## config.mk

```make
export PLATFORM = sky130hd
export DESIGN_NAME = mem_io_bridge
export DESIGN_NICKNAME = d
export VERILOG_FILES = /design/src/rtl/cpu_pkg.sv /design/src/rtl/io_fifo.sv /design/src/rtl/mem_io_bridge.sv
export SDC_FILE = /design/constraint.sdc
export NUM_CORES = 1
export LEC_CHECK = 0
export ABC_AREA = 1
export CAP_MARGIN = 20
export CORE_MARGIN = 5
export CORE_UTILIZATION = 36
export DETAILED_ROUTE_END_ITERATION = 8
export SLEW_MARGIN = 20
export SYNTH_ARGS = -nofsm -noshare
export SYNTH_HDL_FRONTEND = slang
export SYNTH_HIERARCHICAL = 1
export SYNTH_SLANG_ARGS = --single-unit
```

## constraint.sdc

```tcl
create_clock -name CLK -period 8.5 [get_ports CLK]
set_clock_uncertainty 0.2 [all_clocks]
set_input_delay 2.55 -clock CLK [delete_from_list [all_inputs] [get_ports CLK]]
set_output_delay 2.55 -clock CLK [all_outputs]
set_load 0.01 [all_outputs]
```

## src/rtl/cpu_pkg.sv

```systemverilog
// Shared definitions for the CPU memory/I-O bridge.
//   IO_BASE        : first I/O word address; everything below is RAM
//   IO_*_OFS       : register offsets from IO_BASE
//   rsel_e         : registered read-select state encoding
//   STAT_*         : status word bit positions
//   make_status()  : packs full/empty/count into the status word
package cpu_pkg;

    localparam logic [15:0] IO_BASE     = 16'hFF00;
    localparam logic [15:0] IO_DATA_OFS = 16'd0;
    localparam logic [15:0] IO_STAT_OFS = 16'd1;

    localparam int STAT_FULL_BIT  = 15;
    localparam int STAT_EMPTY_BIT = 14;
    localparam int STAT_CNT_W     = 8;

    typedef enum logic [1:0] {
        RSEL_NONE = 2'd0,
        RSEL_RAM  = 2'd1,
        RSEL_STAT = 2'd2,
        RSEL_ZERO = 2'd3
    } rsel_e;

    function automatic logic [15:0] make_status(input logic        full,
                                                input logic        empty,
                                                input logic [15:0] cnt);
        logic [15:0] s;
        s                      = '0;
        s[STAT_FULL_BIT]       = full;
        s[STAT_EMPTY_BIT]      = empty;
        s[STAT_CNT_W-1:0]      = cnt[STAT_CNT_W-1:0];
        return s;
    endfunction

endpackage

```

## src/rtl/io_fifo.sv

```systemverilog
// Circular word FIFO feeding the output stream.
//   CLK, reset : clock, synchronous active-high reset
//   push       : request to enqueue wdata (accepted if not full, or if a pop
//                frees a slot in the same cycle)
//   wdata      : word to enqueue
//   pop_req    : downstream accept; only pops when the FIFO holds data
//   rdata      : current head word
//   count      : occupancy, 0..DEPTH
//   full/empty : occupancy flags
module io_fifo #(
    parameter int DEPTH = 4
) (
    input  logic                       CLK,
    input  logic                       reset,
    input  logic                       push,
    input  logic [15:0]                wdata,
    input  logic                       pop_req,
    output logic [15:0]                rdata,
    output logic [$clog2(DEPTH):0]     count,
    output logic                       full,
    output logic                       empty
);
    localparam int AW = $clog2(DEPTH);
    localparam int CW = AW + 1;

    logic [15:0]   mem [DEPTH];
    logic [AW-1:0] wptr, rptr;
    logic          do_push, do_pop;

    assign empty = (count == CW'(0));
    assign full  = (count == CW'(DEPTH));
    assign rdata = mem[rptr];

    // A pop on a full FIFO frees the slot the push needs, so both proceed.
    // An empty FIFO never pops, so a push into it cannot bypass.
    assign do_pop  = pop_req & ~empty;
    assign do_push = push & (~full | do_pop);

    // Pointers wrap naturally because DEPTH is a power of two.
    always_ff @(posedge CLK) begin
        if (reset) begin
            wptr  <= '0;
            rptr  <= '0;
            count <= '0;
        end else begin
            if (do_push) wptr <= wptr + AW'(1);
            if (do_pop)  rptr <= rptr + AW'(1);
            case ({do_push, do_pop})
                2'b10:   count <= count + CW'(1);
                2'b01:   count <= count - CW'(1);
                default: count <= count;
            endcase
        end
    end

    // Storage carries no reset; the pointers define what is valid.
    always_ff @(posedge CLK) begin
        if (!reset && do_push) mem[wptr] <= wdata;
    end

endmodule

```

## src/rtl/mem_io_bridge.sv

```systemverilog
// CPU-side bridge splitting a 16-bit word address space into RAM and a small
// I/O window at IO_BASE: IO_DATA (write pushes into the output FIFO) and
// IO_STAT (read returns full/empty/count).
//   CLK, reset           : clock, synchronous active-high reset
//   MemRead, MemWrite    : CPU strobes (both high = write only)
//   ADDR, WData          : CPU word address and write data
//   RData                : read data, valid the cycle after MemRead
//   stall                : CPU must hold its request while high
//   ram_re/we/addr/wdata : RAM request, combinational from the CPU side
//   ram_rdata            : RAM data, valid the cycle after ram_re
//   out_data, out_valid  : output stream head
//   out_ready            : downstream accept
module mem_io_bridge
    import cpu_pkg::*;
#(
    parameter int          FIFO_DEPTH = 4,
    parameter logic [15:0] IO_BASE    = cpu_pkg::IO_BASE
) (
    input  logic        CLK,
    input  logic        reset,
    input  logic        MemRead,
    input  logic        MemWrite,
    input  logic [15:0] ADDR,
    input  logic [15:0] WData,
    output logic [15:0] RData,
    output logic        stall,
    output logic        ram_re,
    output logic        ram_we,
    output logic [15:0] ram_addr,
    output logic [15:0] ram_wdata,
    input  logic [15:0] ram_rdata,
    output logic [15:0] out_data,
    output logic        out_valid,
    input  logic        out_ready
);
    localparam int CW = $clog2(FIFO_DEPTH) + 1;

    logic          ram_hit, data_hit, stat_hit;
    logic          rd;
    logic          push;
    logic [CW-1:0] fifo_count;
    logic          fifo_full, fifo_empty;
    logic [15:0]   stat_q;
    logic [15:0]   rdata_q;
    logic [15:0]   rdata_mux;
    rsel_e         rsel_q, rsel_d;

    // Address decode
    assign ram_hit  = (ADDR <  IO_BASE);
    assign data_hit = (ADDR == IO_BASE + IO_DATA_OFS);
    assign stat_hit = (ADDR == IO_BASE + IO_STAT_OFS);

    // A simultaneous read and write is treated as a write only.
    assign rd = MemRead & ~MemWrite;

    assign ram_re    = rd & ram_hit;
    assign ram_we    = MemWrite & ram_hit;
    assign ram_addr  = ADDR;
    assign ram_wdata = WData;

    // Only a full FIFO with no drain this cycle blocks the CPU.
    assign stall = MemWrite & data_hit & fifo_full & ~out_ready;
    assign push  = MemWrite & data_hit & ~stall;

    io_fifo #(.DEPTH(FIFO_DEPTH)) u_fifo (
        .CLK     (CLK),
        .reset   (reset),
        .push    (push),
        .wdata   (WData),
        .pop_req (out_ready),
        .rdata   (out_data),
        .count   (fifo_count),
        .full    (fifo_full),
        .empty   (fifo_empty)
    );

    assign out_valid = ~fifo_empty;

    // Read-select state machine: records what the current read targets so
    // the following cycle knows which source drives RData.
    always_ff @(posedge CLK) begin
        if (reset) rsel_q <= RSEL_NONE;
        else       rsel_q <= rsel_d;
    end

    always_comb begin
        rsel_d = RSEL_NONE;
        if (rd) begin
            if (ram_hit)       rsel_d = RSEL_RAM;
            else if (stat_hit) rsel_d = RSEL_STAT;
            else               rsel_d = RSEL_ZERO;
        end
    end

    // Status is sampled in the read cycle, not the cycle the data returns.
    always_ff @(posedge CLK) begin
        if (reset)
            stat_q <= '0;
        else if (rd && stat_hit)
            stat_q <= make_status(fifo_full, fifo_empty, 16'(fifo_count));
    end

    // RAM data arrives registered from the RAM itself, so the select mux
    // feeds RData directly and rdata_q keeps the last value for idle cycles.
    always_comb begin
        rdata_mux = rdata_q;
        case (rsel_q)
            RSEL_RAM:  rdata_mux = ram_rdata;
            RSEL_STAT: rdata_mux = stat_q;
            RSEL_ZERO: rdata_mux = '0;
            default:   rdata_mux = rdata_q;
        endcase
    end

    always_ff @(posedge CLK) begin
        if (reset) rdata_q <= '0;
        else       rdata_q <= rdata_mux;
    end

    assign RData = rdata_mux;

endmodule

```

# Word level (Yosys, flattened, before mapping)
# Memory sizes are Yosys's and may differ from the RTL's. A register that Yosys moved wholly into a read port is not among the register bits.
# Index checks and enable logic that the tools add are counted.
[word_totals]
mem_bits_rw = 64
mem_count = 1
inputBits = 53
reg_bits = 30
word_cells = 52
out_inout_bits = 68
[classes]
n_eq_ne = 8
order_cmp = 1
bitwise_logic = 16
reduce_logical = 7
n_mux = 8
addsub = 4
[memory_table]
columns = ["memory", "depth", "word_bits", "rd", "rd_ports_with_merged_regs", "write_ports", "line_no", "source"]
rows = [
  ["u_fifo.mem", 4, 16, 1, 1, 1, "io_fifo.sv:26", "logic [15:0] mem [DEPTH];"],
]
[op_table]
columns = ["op", "n"]
rows = [
  ["16-bit case mux with 3 select lines", 1],
  ["16-bit == test (second input constant)", 2],
  ["16-bit less-than comparator (second input constant)", 1],
  ["1-bit bitwise AND", 9],
  ["2-bit == test (second input constant)", 3],
  ["1-bit NOT", 6],
  ["3-bit case mux with 2 select lines", 1],
  ["2-bit by 1-bit adder with 2-bit output (second input constant)", 2],
  ["2-bit by 1-bit == test with 1-bit output (second input constant)", 2],
  ["1-bit two-way mux", 4],
  ["2-bit two-way mux", 2],
  ["3-bit by 1-bit adder with 3-bit output (second input constant)", 1],
  ["3-bit == test (second input constant)", 1],
  ["3-bit zero test", 1],
  ["3-bit OR reduction", 1],
  ["3-bit by 1-bit subtractor with 3-bit output (second input constant)", 1],
  ["1-bit logical AND", 2],
  ["2-bit nonzero test", 1],
  ["2-bit OR reduction", 1],
  ["1-bit zero test", 1],
  ["1-bit bitwise OR", 1],
]

# Logic depth before layout (Yosys ltp)
# Gate-level depths: netlist (run 1).
[logic_depth]
ltp_word = 10
ltp_mapped = 14
depth_no_buf = 14

# Cells and area by module
# The synthesis (run 1) kept the hierarchy.
[by_module_without_submodules]
columns = ["mod", "instances", "seq_area_each_um2", "area_each_um2", "cells_each"]
rows = [
  ["io_fifo", 1, 2102.0, 2887.8, 221],
  ["mem_io_bridge", 1, 460.4, 1599.0, 216],
]

# Worst setup path after synthesis (run 1)
# No wires, ideal clock.
[synth_path]
kind = "input -> output"
startpoint = "input port ADDR[11]"
endpoint = "output port stall"
path_slack_ps = 2499
path_stages = 6
t_arrival_ps = 3251
required_time_ps = 5750
path_buffers = 0
path_cell_list = "nand2_1 -> inv_1 -> nand2_2 -> nor2_4 -> nand4_1 -> nor3_2"
[synth_via]
elab_chain_cells = 4
[synth_rtl]
columns = ["element", "line_no", "source"]
rows = [
  ["start, declared", "mem_io_bridge.sv:23", "input logic [15:0] ADDR,"],
  ["16-bit == test", "mem_io_bridge.sv:50", "assign data_hit = (ADDR == IO_BASE + IO_DATA_OFS);"],
  ["1-bit bitwise AND (3 in a row)", "mem_io_bridge.sv:62", "assign stall = MemWrite & data_hit & fifo_full & ~out_ready;"],
  ["end, declared", "mem_io_bridge.sv:26", "output logic stall,"],
]
# Every way passes these cells.

# Worst setup path in the final report (run 1)
# Same ends and word-level chain as after synthesis.

==> impl_metrics.tcl, run 1 <==
set metrics [dict create \
    fill_cells 1121 \
    grt_start_max_net_pins 34 \
    drt_pass1_iterations 6 \
    drt-wirelength-per-cell_um 13.6 \
    synthesis.instances 437 \
    final_layout_size_suffix_gt1_share_pct 13.8 \
    grt_pass1_wl_um 15300 \
    min_period_over_period_pct 83.4 \
    setup-violations-final 0 \
    initial_antenna_violation_count 0 \
    design.final.nets 582 \
    finalCriticalPeriod_ns 7.09 \
    detailedRoute.firstIterationViolations 116 \
    cts.reportedPaths.clkPinSlew_ns 0.07 \
    leakagePower_nw 2.15 \
    dp_hpwl_um 6660 \
    yosys.area.top_type_share_pct 42.8 \
    routed-via-count 3154 \
    place.port_buffers 120 \
    syn-mean-instance-area_um2 10.3 \
    r2r_setup_slack_ns 5.61 \
    worstPathRequired_ns 5.75 \
    hold_buffers 0 \
    synth_warnings 6 \
    postRouteAntennaNets 0 \
    globalRouteOverflowTotal 0 \
    synth.cell_area_um2 4490 \
    timing.final.hold_violations 0 \
    clock_tree.root_cell "sky130_fd_sc_hd__clkbuf_16" \
    cts_buffer_depth 2 \
    synth_cell_type_count 32 \
    synth.yosys.seq_area_share_pct 57.1 \
    routed_wirelength_um 9510 \
    antenna_cells_inserted 0 \
    power.density_nw_per_um2 221 \
    die_area_um2 14800 \
    critPathKind "in2out" \
    number_of_global_route_vias_before_repair 3206 \
    post_cts.repair.setup_buffers 0 \
    timing.fmax_ghz 0.141 \
    tns_ns 0 \
    synth_nets 495 \
    tritoncts.num_buffers 9 \
    h_tree_lvl_count 3 \
    drt-vias-per-instance 4.53 \
    commonest_non_fill_non_tap_cell_in_the_layout "sky130_fd_sc_hd__clkdlybuf4s50_1" \
    route.detailed.drc 0 \
    path_max_fanout 10 \
    die-width_um 122 \
    grt_setup_unrepaired "no" \
    hp-class "reg2reg" \
    tightest_slew_ns 1.04 \
    outcome "finished, final reports clean" \
    areaGrowthSynthToFinish_pct 31.2 \
    final_cell_mix "120 x sky130_fd_sc_hd__clkdlybuf4s50_1, 66 x sky130_fd_sc_hd__inv_1, 64 x sky130_fd_sc_hd__edfxtp_1" \
    place_congestion 0.764 \
    timing.critical_path.to_type "primary output" \
    fp-row-count 40 \
    numClockSinks 96 \
    cts_resized 0 \
    smallest_setup_slack_after_layout_ns 1.41 \
    grt_util_all_layers_pct 13.1 \
    synth_area_leader_cell "sky130_fd_sc_hd__edfxtp_1" \
    cts_tree "done" \
    max-slew-margin-rel_pct 30.3 \
    ioPinCount 121 \
    synthTopCellsByArea "sky130_fd_sc_hd__edfxtp_1 43%, sky130_fd_sc_hd__dfxtp_1 14%, sky130_fd_sc_hd__inv_1 5.5%" \
    die_h_um 122 \
    coreArea_um2 12100 \
    synth-seq-cells 96 \
    place_ws_ns 1.40 \
    clock_insertion_delay_worst_skew_ns 0.34 \
    max_cap_viols 0 \
    finalMaxSlewViolations 0 \
    timing.critical_path.from_type "input pin" \
    ir_worst_vdd_v 0.000105 \
    initial_core_util_pct 37.0 \
    critical_path_arrival_ns 4.34 \
]
final timing paths:
| path | startpoint | cells after the start | end |
|---|---|---|---|
| worst max-delay path | ADDR[11] | 8 | stall |
| worst min-delay path | u_fifo/rptr[1] | 2 | u_fifo/rptr[1] |
| worst max register to register | u_fifo/count[0] | 8 | u_fifo/mem[3][7] |
| worst min register to register | u_fifo/rptr[1] | 2 | u_fifo/rptr[1] |
metrics by stage:
stage | area, um2 | total power [mW] | util [%] | hold WS (ns) | std cells
3_3_place_gp | 5600 | 0.921 | 46.2 | 0.261 | 681
2_1_floorplan | 4490 | 0.766 | - | 0.242 | 437
3_5_place_dp | 5600 | 0.928 | 46.2 | 0.266 | 681
5_1_grt | 5890 | 1.37 | 48.6 | 0.315 | 697
4_1_cts | 5890 | 1.32 | 48.6 | 0.278 | 697
6_report | 5890 | 1.30 | 48.6 | 0.277 | 697
cells by family (layout without fill, tap and decap cells):
kind of cell	after synthesis	in the layout	synth area share, %
compound gates	71	71	11.9
fa+ha+maj	5	5	1.56
buf+inv	125	217	13.7
flops	96	96	57.1
simple gates	140	140	15.7
power by group:
| group | switching (mW) | internal [mW] | total (mW) |
|---|---|---|---|
| clock network | 0.162 | 0.226 | 0.388 |
| registers | 0.0350 | 0.513 | 0.548 |
| logic | 0.190 | 0.175 | 0.365 |
| total | 0.386 | 0.914 | 1.30 |
cell type report:
cell class	instances	area, um2	share of cell area [%]
Inverter	81	305	5.18
Sequential cell	96	2560	43.5
Multi-Input combinational cell	216	1320	22.4
Clock buffer	10	229	3.89
Timing Repair Buffer	120	1200	20.4
Clock inverter	6	60.1	1.02
Tap cell	168	210	3.57
per-layer routing:
layer	vias up	GRT usage, %	wire [um]
met5	-	0	0
li1	1573	-	-
met4	0	3.85	125
met1	1483	15.5	4130
met3	8	4.97	629
met2	90	22.3	4620
flip-flops by register name (all words and copies together) (netlist names), named ones only:
register and flops:
rdata_q 16, rsel_q 2, stat_q 5, u_fifo/count 3, u_fifo/mem 64, u_fifo/rptr 2, u_fifo/wptr 2
synth_stat cells, drive strengths merged:
master and instances:
inv 80, nand4 9, edfxtp 64, fa 1
dfxtp 32, a21oi 7, nor3 4, nand3 12
o22ai 27, nor2 69, clkbuf 1, clkinv 1
nand2 46, ha 4, a21boi 1, o21ai 36
buf 43
critical path, cell delays in order:
cell and delay (ns):
sky130_fd_sc_hd__clkdlybuf4s50_1 0.48, sky130_fd_sc_hd__nand2_1 0.06, sky130_fd_sc_hd__inv_1 0.06, sky130_fd_sc_hd__nand2_2 0.07, sky130_fd_sc_hd__nor2_4 0.25, sky130_fd_sc_hd__nand4_1 0.17, sky130_fd_sc_hd__nor3_2 0.13, sky130_fd_sc_hd__clkdlybuf4s50_1 0.56
Note: power is estimated with default switching activity, not from simulation.
==> run 2, diff against run 1 <==
==> constraint.sdc (replaced) <==
create_clock -name CLK -period 6.2 [get_ports CLK]
set_clock_uncertainty 0.2 [all_clocks]
set_input_delay 1.86 -clock CLK [delete_from_list [all_inputs] [get_ports CLK]]
set_output_delay 1.86 -clock CLK [all_outputs]
set_load 0.01 [all_outputs]
==> run 2 against run 1 <==
Die area did not move. Clock power rose by 33%. Sequential power up 32%. Largest cell class unchanged. Highest routed layer unchanged. Sequential cell count unchanged. Worst hold slack improved by 0.0030 ns. Count of clock-buffer cells in the layout up 3. Routed wire length down 0.42%.
==> impl_metrics.tcl, run 2 (synthesized netlist as in run 1, its figures left out) <==
set metrics [dict create \
    critPathKind "in2out" \
    drt-wirelength-per-cell_um 13.6 \
    place_congestion 0.731 \
    final_cell_mix "120 x sky130_fd_sc_hd__clkdlybuf4s50_1, 66 x sky130_fd_sc_hd__inv_1, 64 x sky130_fd_sc_hd__edfxtp_1" \
    critical_path.cell_chain "clkdlybuf4s50_1 -> nand2_1 -> inv_1 -> nand2_2 -> nor2_4 -> nand4_1 -> nor3_2 -> clkdlybuf4s50_1" \
    timing.critical_path.from_type "input pin" \
    timing.final.hold_violations 0 \
    drt-vias-per-instance 4.49 \
    timing.critical_path.to_type "primary output" \
    drt_pass1_iterations 4 \
    routed-via-count 3133 \
    post_cts.repair.setup_buffers 0 \
    finalCriticalPeriod_ns 5.73 \
    commonest_non_fill_non_tap_cell_in_the_layout "sky130_fd_sc_hd__clkdlybuf4s50_1" \
    path_max_fanout 10 \
    tns_ns 0 \
    path_delay_family "buffers and inverters" \
    seq_power_share_pct 40.9 \
    largest_register "u_fifo/mem" \
    cts_resized 0 \
    ioPinCount 121 \
    grt_util_all_layers_pct 13.4 \
    antenna_cells_inserted 0 \
    initial_core_util_pct 37.0 \
    grt_pass1_wl_um 15700 \
    initial_antenna_violation_count 0 \
    dp_hpwl_um 6650 \
    cts_buffer_depth 2 \
    placedCellCount 682 \
    cp.buffers_inverters 3 \
    numClockSinks 96 \
    leakagePower_nw 2.16 \
    grt_start_max_net_pins 34 \
    combPwrFrac_pct 30.0 \
    detailedRoute.firstIterationViolations 130 \
    finalNonFillerCells 698 \
    ir_worst_vdd_v 0.000119 \
    min_period_over_period_pct 92.4 \
    grt_setup_unrepaired "no" \
    p_int_mw 1.24 \
    place.port_buffers 120 \
    finalMaxSlewViolations 0 \
    design.final.nets 583 \
    max-slew-margin-rel_pct 31.4 \
    tightest_slew_ns 1.03 \
    cts.reportedPaths.clkPinSlew_ns 0.07 \
    number_of_global_route_vias_before_repair 3329 \
    fp-row-count 40 \
    fill_cells 1134 \
    critPathMostFrequentCell "sky130_fd_sc_hd__clkdlybuf4s50_1" \
    die_area_um2 14800 \
    tritoncts.num_buffers 9 \
    clock_insertion_delay_worst_skew_ns 0.34 \
    cpMaxStageDelayCell "sky130_fd_sc_hd__clkdlybuf4s50_1" \
    clock_power_share_pct 29.2 \
    hold_buffers 0 \
    largest_register_ffs 64 \
    max_cap_viols 0 \
    power.switching_fraction_pct 29.8 \
    die_h_um 122 \
    power.density_nw_per_um2 301 \
    clock_tree.root_cell "sky130_fd_sc_hd__clkbuf_16" \
    postRouteAntennaNets 0 \
    layout_top_registers "u_fifo/mem (64), rdata_q (16), stat_q (5)" \
    coreArea_um2 12100 \
    worstPathRequired_ns 4.14 \
    areaGrowthSynthToFinish_pct 31.1 \
    hp-class "reg2reg" \
    globalRouteOverflowTotal 0 \
    total_switching_power_mw 0.528 \
    h_tree_lvl_count 3 \
    die-width_um 122 \
    timing.fmax_ghz 0.175 \
    setup-violations-final 0 \
    outcome "finished, final reports clean" \
    route.detailed.drc 0 \
    cts_tree "done" \
    critical_path.max_stage_delay_ns 0.57 \
    routed_wirelength_um 9470 \
    final_layout_size_suffix_gt1_share_pct 13.8 \
    critical_path_arrival_ns 3.67 \
]
-- run 2: through the flow --
| step | power, mW | hold WS (ns) | instance area (um2) | setup WS [ns] | util (%) |
|---|---|---|---|---|---|
| final | 1.77 | 0.280 | 5880 | 0.474 | 48.6 |
| after global routing | 1.87 | 0.315 | 5880 | 0.295 | 48.6 |
| after CTS | 1.80 | 0.279 | 5880 | 0.444 | 48.6 |
| after detailed placement | 1.28 | 0.267 | 5610 | 0.451 | 46.3 |
| after global placement | 1.27 | 0.259 | 5610 | 0.490 | 46.3 |
| after floorplan | 1.05 | 0.242 | 4490 | 1.58 | - |
-- run 2: tightest hold or removal path, stage by stage, from the launching register on --
cell and delay, ns:
sky130_fd_sc_hd__dfxtp_1 0.30, sky130_fd_sc_hd__inv_1 0.07, sky130_fd_sc_hd__a21oi_1 0.07
-- run 2: layout make-up --
class                   count  area (um2)  area share (%)
flip-flops and latches     96        2560            43.5
multi-input cells         216        1320            22.4
repair buffers            121        1210            20.5
inverters                  81         305            5.19
clock buffers              13         263            4.47
well taps                 168         210            3.57
clock inverters             3        16.3           0.276
-- run 2: path summary, 6_finish.rpt --
kind              slack (ns)  cells after the start                to       startpoint
setup / recovery        0.47                      8             stall         ADDR[11]
hold / removal          0.28                      2    u_fifo/rptr[1]   u_fifo/rptr[1]
setup reg to reg        3.35                      8  u_fifo/mem[3][7]  u_fifo/count[0]
hold reg to reg         0.28                      2    u_fifo/rptr[1]   u_fifo/rptr[1]
-- run 2: layer usage --
metal | GRT usage, % | up-vias | wire, um
li1 | - | 1581 | -
met1 | 15.2 | 1436 | 3950
met2 | 23.1 | 103 | 4550
met3 | 5.15 | 13 | 769
met4 | 4.97 | 0 | 195
met5 | 0 | - | 0
-- run 2: power by group through the flow --
stage / logic [mW] / clock network, mW / registers (mW)
after floorplan: 0.317 / 0 / 0.734
after global placement: 0.528 / 0 / 0.738
after detailed placement: 0.539 / 0 / 0.738
after CTS: 0.541 / 0.533 / 0.724
after global routing: 0.584 / 0.561 / 0.728
final: 0.531 / 0.517 / 0.724
==> run 3, diff against run 2 <==
--- a/config.mk
+++ b/config.mk
@@ -7,6 +7,7 @@
 export LEC_CHECK = 0
 export ABC_AREA = 1
 export CAP_MARGIN = 20
+export CORE_ASPECT_RATIO = 1.1
 export CORE_MARGIN = 5
 export CORE_UTILIZATION = 36
 export DETAILED_ROUTE_END_ITERATION = 8
==> constraint.sdc (replaced) <==
create_clock -name CLK -period 4.6 [get_ports CLK]
set_clock_uncertainty 0.2 [all_clocks]
set_input_delay 1.38 -clock CLK [delete_from_list [all_inputs] [get_ports CLK]]
set_output_delay 1.38 -clock CLK [all_outputs]
set_load 0.01 [all_outputs]
==> run 3 against run 2 <==
Sequential cell count unchanged. Worst hold slack better by 0.013 ns. Count of clock-buffer cells in the layout decreased by 2. Worst setup slack worse by 0.31 ns. Critical endpoint is now ram_we.
==> impl_metrics.tcl, run 3 (synthesized netlist as in run 1, its figures left out) <==
set metrics [dict create \
    final_layout_size_suffix_gt1_share_pct 15.3 \
    die_area_um2 14800 \
    cts_tree "done" \
    drt-vias-per-instance 4.60 \
    place.port_buffers 120 \
    h_tree_lvl_count 3 \
    ioPinCount 121 \
    cts_resized 0 \
    globalRouteOverflowTotal 0 \
    finalCriticalPeriod_ns 4.43 \
    amount_of_wire_on_met3_after_detailed_routing_um 833 \
    ir_worst_vdd_v 0.000227 \
    hp-class "reg2reg" \
    final_cell_mix "118 x sky130_fd_sc_hd__clkdlybuf4s50_1, 66 x sky130_fd_sc_hd__inv_1, 64 x sky130_fd_sc_hd__edfxtp_1" \
    min_period_over_period_pct 96.4 \
    max-slew-margin-rel_pct 54.2 \
    final_design_area_no_fill_um2 5970 \
    initial_core_util_pct 37.0 \
    critPathKind "in2out" \
    timing.critical_path.from_type "input pin" \
    commonest_non_fill_non_tap_cell_in_the_layout "sky130_fd_sc_hd__clkdlybuf4s50_1" \
    max_cap_viols 0 \
    multiInputGateArea_um2 1320 \
    coreArea_um2 12100 \
    outcome "finished, final reports clean" \
    r2r_start "u_fifo/count[1]" \
    worstHoldEndpoint "u_fifo/rptr[1]" \
    routed_wirelength_um 9260 \
    place_congestion 0.741 \
    numClockSinks 96 \
    r2r_setup_slack_ns 2.14 \
    number_of_global_route_vias_before_repair 3201 \
    sequential_cell_area_um2 2560 \
    clock_tree.root_cell "sky130_fd_sc_hd__clkbuf_16" \
    postRouteAntennaNets 0 \
    tightest_slew_ns 0.685 \
    cell_count_of_the_worst_reg_to_reg_path 9 \
    holdPathStages 2 \
    routed_metal_1_wire_length_um 3740 \
    timing.final.hold_violations 0 \
    post_cts.repair.setup_buffers 0 \
    layout_top_registers "u_fifo/mem (64), rdata_q (16), stat_q (5)" \
    route.detailed.drc 0 \
    initial_antenna_violation_count 0 \
    tritoncts.num_buffers 9 \
    cts_buffer_depth 2 \
    top_layer "met4" \
    hold_buffers 0 \
    cts.reportedPaths.clkPinSlew_ns 0.07 \
    grt_util_all_layers_pct 12.8 \
    largest_register "u_fifo/mem" \
    clock_insertion_delay_worst_skew_ns 0.34 \
    routed-via-count 3182 \
    largest_register_ffs 64 \
    areaGrowthSynthToFinish_pct 33.0 \
    setup-violations-final 0 \
    leakagePower_nw 2.25 \
    place_area_um2 5640 \
    die_h_um 127 \
    power.density_nw_per_um2 413 \
    detailedRoute.firstIterationViolations 92 \
    r2r-end "u_fifo/mem[0][13]" \
    design.final.nets 590 \
    critical_path_arrival_ns 2.85 \
    finalNonFillerCells 691 \
    path_max_fanout 9 \
    fill_cells 1116 \
    die-width_um 116 \
    worstPathRequired_ns 3.02 \
    tns_ns 0 \
    drt_pass1_iterations 4 \
    placedCellCount 675 \
    grt_setup_unrepaired "no" \
    dp_hpwl_um 6670 \
    timing.fmax_ghz 0.226 \
    min-delay-start "u_fifo/rptr[1]" \
    drt-wirelength-per-cell_um 13.4 \
    finalMaxSlewViolations 0 \
    grt_start_max_net_pins 33 \
    grt_pass1_wl_um 15000 \
    timing.critical_path.to_type "primary output" \
    antenna_cells_inserted 0 \
    fp-row-count 42 \
    met2_wirelength_um 4600 \
]
## run 3: cell types whose count changed in the layout (fill, tap and decap cells not counted), moves of 2 or more
cell,before,now
sky130_fd_sc_hd__dlymetal6s2s_1,0,2
sky130_fd_sc_hd__clkdlybuf4s50_1,120,118
sky130_fd_sc_hd__buf_4,1,8
sky130_fd_sc_hd__clkbuf_1,2,0
## run 3: metal layers
layer | GRT usage [%] | up-vias
li1 | - | 1604
met1 | 15.3 | 1469
met2 | 21.5 | 103
met3 | 4.82 | 6
met4 | 3.69 | 0
met5 | 0 | -
## run 3: worst max path at each step
stage                     startpoint      to  slack, ns  depth (start not counted)
after floorplan             ADDR[11]   stall       0.94                          6
after global placement      ADDR[10]   stall       0.06                          8
after detailed placement    ADDR[11]   stall       0.04                          8
after CTS                   ADDR[11]   stall       0.03                          8
after global routing        ADDR[11]  ram_we       0.05                          8
final                       ADDR[11]  ram_we       0.17                          8
## run 3: per-stage QoR
step	setup slack, ns	utilization (%)	total power, mW	hold WS (ns)
global placement	0.0565	46.5	1.71	0.263
detailed placement	0.0419	46.5	1.72	0.271
global route	0.0499	49.2	2.62	0.340
finish	0.166	49.2	2.47	0.293
CTS	0.0263	49.1	2.50	0.284
floorplan	0.939	-	1.42	0.242
## run 3: cell type report
cell class                 instances  area share, %
tap                              154           3.23
clock buffer                      11           4.42
multi-input combinational        216           22.1
inverter                          81           5.12
timing repair buffer             128           21.2
clock inverter                     5          0.985
sequential                        96           42.9
## run 3: critical path, stage by stage
cell and delay (ns):
sky130_fd_sc_hd__clkdlybuf4s50_1 0.48, sky130_fd_sc_hd__nand2_1 0.05, sky130_fd_sc_hd__inv_1 0.06, sky130_fd_sc_hd__nand2_2 0.07, sky130_fd_sc_hd__nor2_4 0.12, sky130_fd_sc_hd__buf_4 0.17, sky130_fd_sc_hd__nor2_1 0.05, sky130_fd_sc_hd__clkdlybuf4s50_1 0.47
## run 3: report_power, final
part / leakage, nW / total, mW / switching, mW / internal (mW)
Sequential: 0.835 / 0.988 / 0.0406 / 0.947
Combinational: 1.25 / 0.703 / 0.375 / 0.328
Clock: 0.162 / 0.774 / 0.303 / 0.471
